**config.mk**
```make
export PLATFORM = sky130hd
export DESIGN_NAME = irda_tx_sched
export DESIGN_NICKNAME = d
export VERILOG_FILES = /design/src/rtl/irda_tx_sched.sv
export SDC_FILE = /design/constraint.sdc
export NUM_CORES = 1
export LEC_CHECK = 0
export ABC_AREA = 1
export ABC_CLOCK_PERIOD_IN_PS = 2100
export BUFFER_PORTS_ARGS = -buffer_cell sky130_fd_sc_hd__buf_4
export CAP_MARGIN = 20
export CELL_PAD_IN_SITES_DETAIL_PLACEMENT = 0
export CELL_PAD_IN_SITES_GLOBAL_PLACEMENT = 2
export CORE_MARGIN = 2
export CORE_UTILIZATION = 34
export CTS_CLUSTER_SIZE = 24
export DETAILED_ROUTE_END_ITERATION = 7
export PLACE_DENSITY_LB_ADDON = 0.1
export SLEW_MARGIN = 0
export SYNTH_ARGS = -nofsm -noshare
export SYNTH_HDL_FRONTEND = slang
export SYNTH_SLANG_ARGS = --single-unit
```
**constraint.sdc**
```tcl
create_clock -name clk -period 2.1 [get_ports clk]
set_input_delay 0.42 -clock clk [delete_from_list [all_inputs] [get_ports clk]]
set_output_delay 0.42 -clock clk [all_outputs]
set_load 0.05 [all_outputs]
```
**src/rtl/irda_tx_sched.sv**
```systemverilog
// IrDA transmit-path scheduler: grants the TX pad frame by frame, inserts periodic
// Serial Interaction Pulses in MIR/FIR and holds the pad idle for a guard time on mode changes.
//
//   state     | meaning
//   ST_IDLE   | pad idle, arbitrating mode change > SIP > frame request
//   ST_GUARD  | new mode applied, pad held off for GUARD_CYCLES
//   ST_ACTIVE | encoder owns the pad until tx_done
//   ST_SIP    | SIP pulse on the pad for SIP_WIDTH cycles
module irda_tx_sched #(
   parameter int SIP_PERIOD   = 40000000,
   parameter int SIP_WIDTH    = 128,
   parameter int GUARD_CYCLES = 64,
   parameter int CNT_W        = 26
) (
   input  logic       clk,
   input  logic       wb_rst_i,
   input  logic [1:0] mode_req,
   input  logic       mode_wr,
   input  logic       sip_en,
   input  logic       tx_req,
   input  logic       tx_done,
   output logic       tx_select,
   output logic       fast_mode,
   output logic       mir_mode,
   output logic       tx_grant,
   output logic       sip_gen_o,
   output logic       mode_busy
);

   localparam int TMR_MAX = (SIP_WIDTH > GUARD_CYCLES) ? SIP_WIDTH : GUARD_CYCLES;
   localparam int TMR_W   = $clog2(TMR_MAX + 1);

   typedef enum logic [1:0] {ST_IDLE, ST_GUARD, ST_ACTIVE, ST_SIP} state_t;

   state_t           state;
   logic [CNT_W-1:0] sip_cnt;
   logic [TMR_W-1:0] tmr;
   logic             pend_vld;
   logic [1:0]       pend_mode;
   logic [1:0]       req_mode;
   logic [1:0]       cur_mode;
   logic [1:0]       tgt_mode;
   logic             sip_due;
   logic             tmr_zero;
   logic             frame_end;
   logic             sip_end;

   // Mode encoding 00 SIR, 01 MIR, 10 FIR; the reserved code folds onto SIR.
   assign req_mode  = (mode_req == 2'b11) ? 2'b00 : mode_req;
   assign cur_mode  = {fast_mode & ~mir_mode, mir_mode};
   assign tgt_mode  = mode_wr ? req_mode : (pend_vld ? pend_mode : cur_mode);
   assign sip_due   = (sip_cnt == CNT_W'(SIP_PERIOD - 1));
   assign tmr_zero  = (tmr == '0);
   assign frame_end = (state == ST_ACTIVE) && tx_done;
   assign sip_end   = (state == ST_SIP) && tmr_zero;

   always_ff @(posedge clk) begin
      if (wb_rst_i) begin
         state     <= ST_IDLE;
         sip_cnt   <= '0;
         tmr       <= '0;
         pend_vld  <= 1'b0;
         pend_mode <= 2'b00;
         tx_select <= 1'b0;
         fast_mode <= 1'b0;
         mir_mode  <= 1'b0;
         tx_grant  <= 1'b0;
         sip_gen_o <= 1'b0;
         mode_busy <= 1'b0;
      end else begin
         // Saturates at SIP_PERIOD-1 so a missed SIP stays due until served or reloaded.
         if (frame_end || sip_end || !(fast_mode && sip_en))
            sip_cnt <= '0;
         else if (!sip_due)
            sip_cnt <= sip_cnt + 1'b1;

         case (state)
            ST_IDLE: begin
               pend_vld  <= 1'b0;
               mode_busy <= (tgt_mode != cur_mode);
               if (tgt_mode != cur_mode) begin
                  state     <= ST_GUARD;
                  fast_mode <= (tgt_mode != 2'b00);
                  mir_mode  <= (tgt_mode == 2'b01);
                  tmr       <= TMR_W'(GUARD_CYCLES - 1);
               end else if (sip_due) begin
                  state     <= ST_SIP;
                  tmr       <= TMR_W'(SIP_WIDTH - 1);
                  tx_select <= 1'b1;
                  sip_gen_o <= 1'b1;
               end else if (tx_req) begin
                  state     <= ST_ACTIVE;
                  tx_select <= 1'b1;
                  tx_grant  <= 1'b1;
               end
            end
            ST_GUARD: begin
               if (mode_wr) begin
                  fast_mode <= (req_mode != 2'b00);
                  mir_mode  <= (req_mode == 2'b01);
                  tmr       <= TMR_W'(GUARD_CYCLES - 1);
               end else if (tmr_zero) begin
                  state     <= ST_IDLE;
                  mode_busy <= 1'b0;
               end else begin
                  tmr <= tmr - 1'b1;
               end
            end
            ST_ACTIVE: begin
               if (mode_wr) begin
                  pend_vld  <= (req_mode != cur_mode);
                  pend_mode <= req_mode;
                  mode_busy <= (req_mode != cur_mode);
               end
               if (tx_done) begin
                  state     <= ST_IDLE;
                  tx_select <= 1'b0;
                  tx_grant  <= 1'b0;
               end
            end
            ST_SIP: begin
               if (mode_wr) begin
                  pend_vld  <= (req_mode != cur_mode);
                  pend_mode <= req_mode;
                  mode_busy <= (req_mode != cur_mode);
               end
               if (tmr_zero) begin
                  state     <= ST_IDLE;
                  tx_select <= 1'b0;
                  sip_gen_o <= 1'b0;
               end else begin
                  tmr <= tmr - 1'b1;
               end
            end
            default: state <= ST_IDLE;
         endcase
      end
   end

endmodule

```
==> flow_summary.json <==
{
  "status": "finished, final reports clean",
  "synth_edf_count": 0,
  "fin_crit_ns": 1.821,
  "hold_path_depth": 3,
  "cp_common_cell": "nor3_1",
  "pwr-share-comb": 0.458,
  "grt.total_usage": 0.1830,
  "final_antenna_net_count": 0,
  "cp.required_ns": 2.32,
  "syn_avg_cell_area_um2": 6.565,
  "worst_pin_slew_ns": 0.4596,
  "total_power_mw": 3.175,
  "gp_congestion": 0.8260,
  "holdBufCountCts": 0,
  "cts_buffers": 5,
  "r2r_cells": 6,
  "rsz0062_at_grt": "no",
  "critPathTopFamily": "simple AND/OR/NAND/NOR gates",
  "start_kind": "flip-flop",
  "max_clock_freq_ghz": 0.5492,
  "antenna_found_initial": 0,
  "grt_pass1_vias": 2598,
  "routed_wl_um": 7312,
  "die_w_um": 93.73,
  "clk_pin_slew_worst_paths_ns": 0.10,
  "syn-num-nets": 430,
  "top_layer_used": "met4",
  "antenna_cells": 0,
  "timing.rr.start": "sip_cnt[13]$_SDFFE_PP0N_",
  "synthArstFlopShare": 0,
  "grt_pass1_wl_um": 12480,
  "hp-start": "mode_wr",
  "min_to": "pend_vld$_SDFFE_PP0P_",
  "power_frac_clock": 0.188,
  "leakage_nw": 1.227,
  "reg2reg_slack_ns": 0.28,
  "num_rows": 32,
  "arrival_ns": 2.04,
  "drc": 0,
  "dieHeight_um": 93.73,
  "synthCells": 417,
  "p_sw_frac": 0.4409,
  "synth_common_cells": "90 x nand2_1, 58 x nor2_1, 55 x inv_1",
  "cts_setup_buffers": 0,
  "max_cap_violations": 0,
  "hp-class": "input pin to flip-flop",
  "cts_max_level": 2,
  "report.final.slew_viol_count": 0,
  "power.net_switching_mw": 1.400,
  "synth.top_cells.by_area": "dfxtp_1 33%, nand2_1 12%, nor2_1 8.0%, inv_1 7.5%, a21oi_1 5.9%",
  "p_int_mw": 1.775,
  "hold_viol": 0,
  "drt-pass1-iter-count": 4,
  "cts-root-buf": "clkbuf_8",
  "critPathCaptureType": "flip-flop",
  "port_buffers": 13,
  "synth_most_common_cell": "nand2_1",
  "skew_ns": 0.01058,
  "dr_wl_met3_um": 275,
  "multi_input_area_um2": 1583,
  "yosysUniqueCellTypes": 43,
  "route.met2.wl_um": 3507,
  "cts_resized": 0,
  "ios": 14,
  "vias_per_cell": 4.938,
  "synth_largest_area_cell": "dfxtp_1",
  "initial_utilization": 0.3524,
  "cp_num_buf_inv": 1,
  "slowest_stage": "nor3_1",
  "period_share": 0.8671,
  "p_seq_frac": 0.354,
  "hold_slack_ns": 0.4055,
  "met1_length_um": 3341,
  "cp.depth": 6,
  "worst_path_largest_cell_delay_ns": 0.44,
  "dieArea_um2": 8785,
  "first_iter_violations": 75,
  "cts_sinks": 45,
  "post_drt_wl_per_cell_um": 13.37,
  "grt_max_degree": 15,
  "clkLatencyLatePin_ns": 0.32,
  "setup_viol": 0,
  "synth_top_area_share": 0.3291,
  "timing.slew.headroom": 0.6912,
  "grt_overflow": 0,
  "regArea_um2": 900.9,
  "via_count": 2701,
  "reg2reg_to": "sip_cnt[17]$_SDFFE_PP0N_",
  "dp_hpwl_um": 5714,
  "yosysWarningCount": 0,
  "fill_cells": 886,
  "cts_tree": "built",
  "syn_to_final_growth_pct": 13.99,
  "p_per_area_nw_per_um2": 1017,
  "path_cells": "inv_1 -> nor3_1 -> nand2_1 -> nor3_1 -> or2_2 -> a21oi_1",
  "nNetsFinal": 457,
  "path_max_fanout": 5,
  "syn-cell-area_um2": 2738,
  "final_cells": 547,
  "ys_seq_area_frac": 0.3291,
  "final_util": 0.4017,
  "core-area_um2": 7767,
  "crit_type": "flip-flop to flip-flop",
  "placedCellCount": 539,
  "peakVddDrop_uv": 589.2,
  "fin_setup_tns_ns": 0,
  "cts_buffer_depth": 2,
  "synth_ff_type": "dfxtp_1",
  "drive_gt1_frac": 0.1236,
  "synth_seq_cells": 45
}
-- cell usage in the layout, fill, tap and decap left out, types with 2 or more instances in the layout --
master / synthesis / routed
nand3_1: 28 / 28
nor2_2: 2 / 2
xnor2_1: 4 / 4
nand3_2: 2 / 2
nor4_1: 2 / 2
inv_2: 3 / 3
nand2_1: 90 / 90
o21ai_1: 2 / 2
nand2_2: 2 / 2
nor2_1: 58 / 58
o21ai_0: 16 / 16
inv_1: 55 / 55
nand4_2: 2 / 2
xor2_1: 8 / 8
dfxtp_1: 45 / 45
nor3_1: 14 / 14
or2_2: 2 / 2
clkbuf_8: 0 / 6
buf_4: 1 / 26
a31oi_1: 3 / 3
o211ai_1: 2 / 2
a21oi_1: 32 / 32
o22ai_1: 2 / 2
ha_1: 5 / 5
nand4_1: 16 / 16
-- layout make-up --
class	count	share of cell area
inverter	58	0.06977
sequential	45	0.2887
clock inverter	2	0.004411
clock buffer	6	0.02646
timing repair buffer	26	0.06255
tap	102	0.04090
multi-input combinational	308	0.5072
-- logic make-up after synthesis --
family	after synthesis	share of synthesized area
and+or+nand+nor	226	0.3812
AOI/OAI and AO/OA	65	0.1357
buffers and inverters	64	0.09278
DFF	45	0.3291
xor gates and xnor gates	12	0.03839
adders and majority gates	5	0.02285
-- flip-flops by register name (all words and copies together), names as in the netlist --
| signal | cells |
|---|---|
| sip_gen_o | 1 |
| sip_cnt | 26 |
| fast_mode | 1 |
| mir_mode | 1 |
| state | 2 |
| tmr | 8 |
| pend_vld | 1 |
| tx_select | 1 |
| pend_mode | 2 |
| mode_busy | 1 |
| tx_grant | 1 |
-- how the worst max path moves through the flow --
stage                             start                       end  slack [ns]
6_report       sip_cnt[13]$_SDFFE_PP0N_  sip_cnt[17]$_SDFFE_PP0N_        0.28
5_1_grt         sip_cnt[0]$_SDFFE_PP0N_     state[1]$_SDFFE_PP0P_        0.04
4_1_cts         sip_cnt[0]$_SDFFE_PP0N_    tx_select$_SDFFE_PP0P_        0.29
3_5_place_dp                mode_req[0]       tmr[2]$_SDFFE_PP0P_        0.08
3_3_place_gp                mode_req[0]       tmr[2]$_SDFFE_PP0P_        0.12
2_1_floorplan     mir_mode$_SDFFE_PP0P_     mir_mode$_SDFFE_PP0P_        0.28
-- layer usage --
metal | GRT usage | vias up
li1 | - | 1419
met1 | 0.2279 | 1225
met2 | 0.3083 | 46
met3 | 0.04334 | 11
met4 | 0.06401 | 0
met5 | 0 | -
-- power by group through the flow --
stage / registers [mW] / clock network, mW / logic (mW)
finish: 1.12 / 0.597 / 1.45
global route: 1.15 / 0.663 / 1.65
floorplan: 1.23 / 0 / 1.03
CTS: 1.12 / 0.622 / 1.47
detailed placement: 1.14 / 0 / 1.47
global placement: 1.15 / 0 / 1.47
-- tightest hold or removal path, delay by kind of cell --
family                 cells  cell delay, ns
buffers and inverters      1            0.14
and+or+nand+nor            1            0.06
AOI/OAI and AO/OA          1            0.05
-- metrics by stage --
stage | setup slack, ns | instance area, um^2
finish | 0.2791 | 3120
detailed placement | 0.08399 | 3024
CTS | 0.2875 | 3120
floorplan | 0.2830 | 2738
global placement | 0.1222 | 3024
global route | 0.03947 | 3120
(Power assumes the default switching activity.)
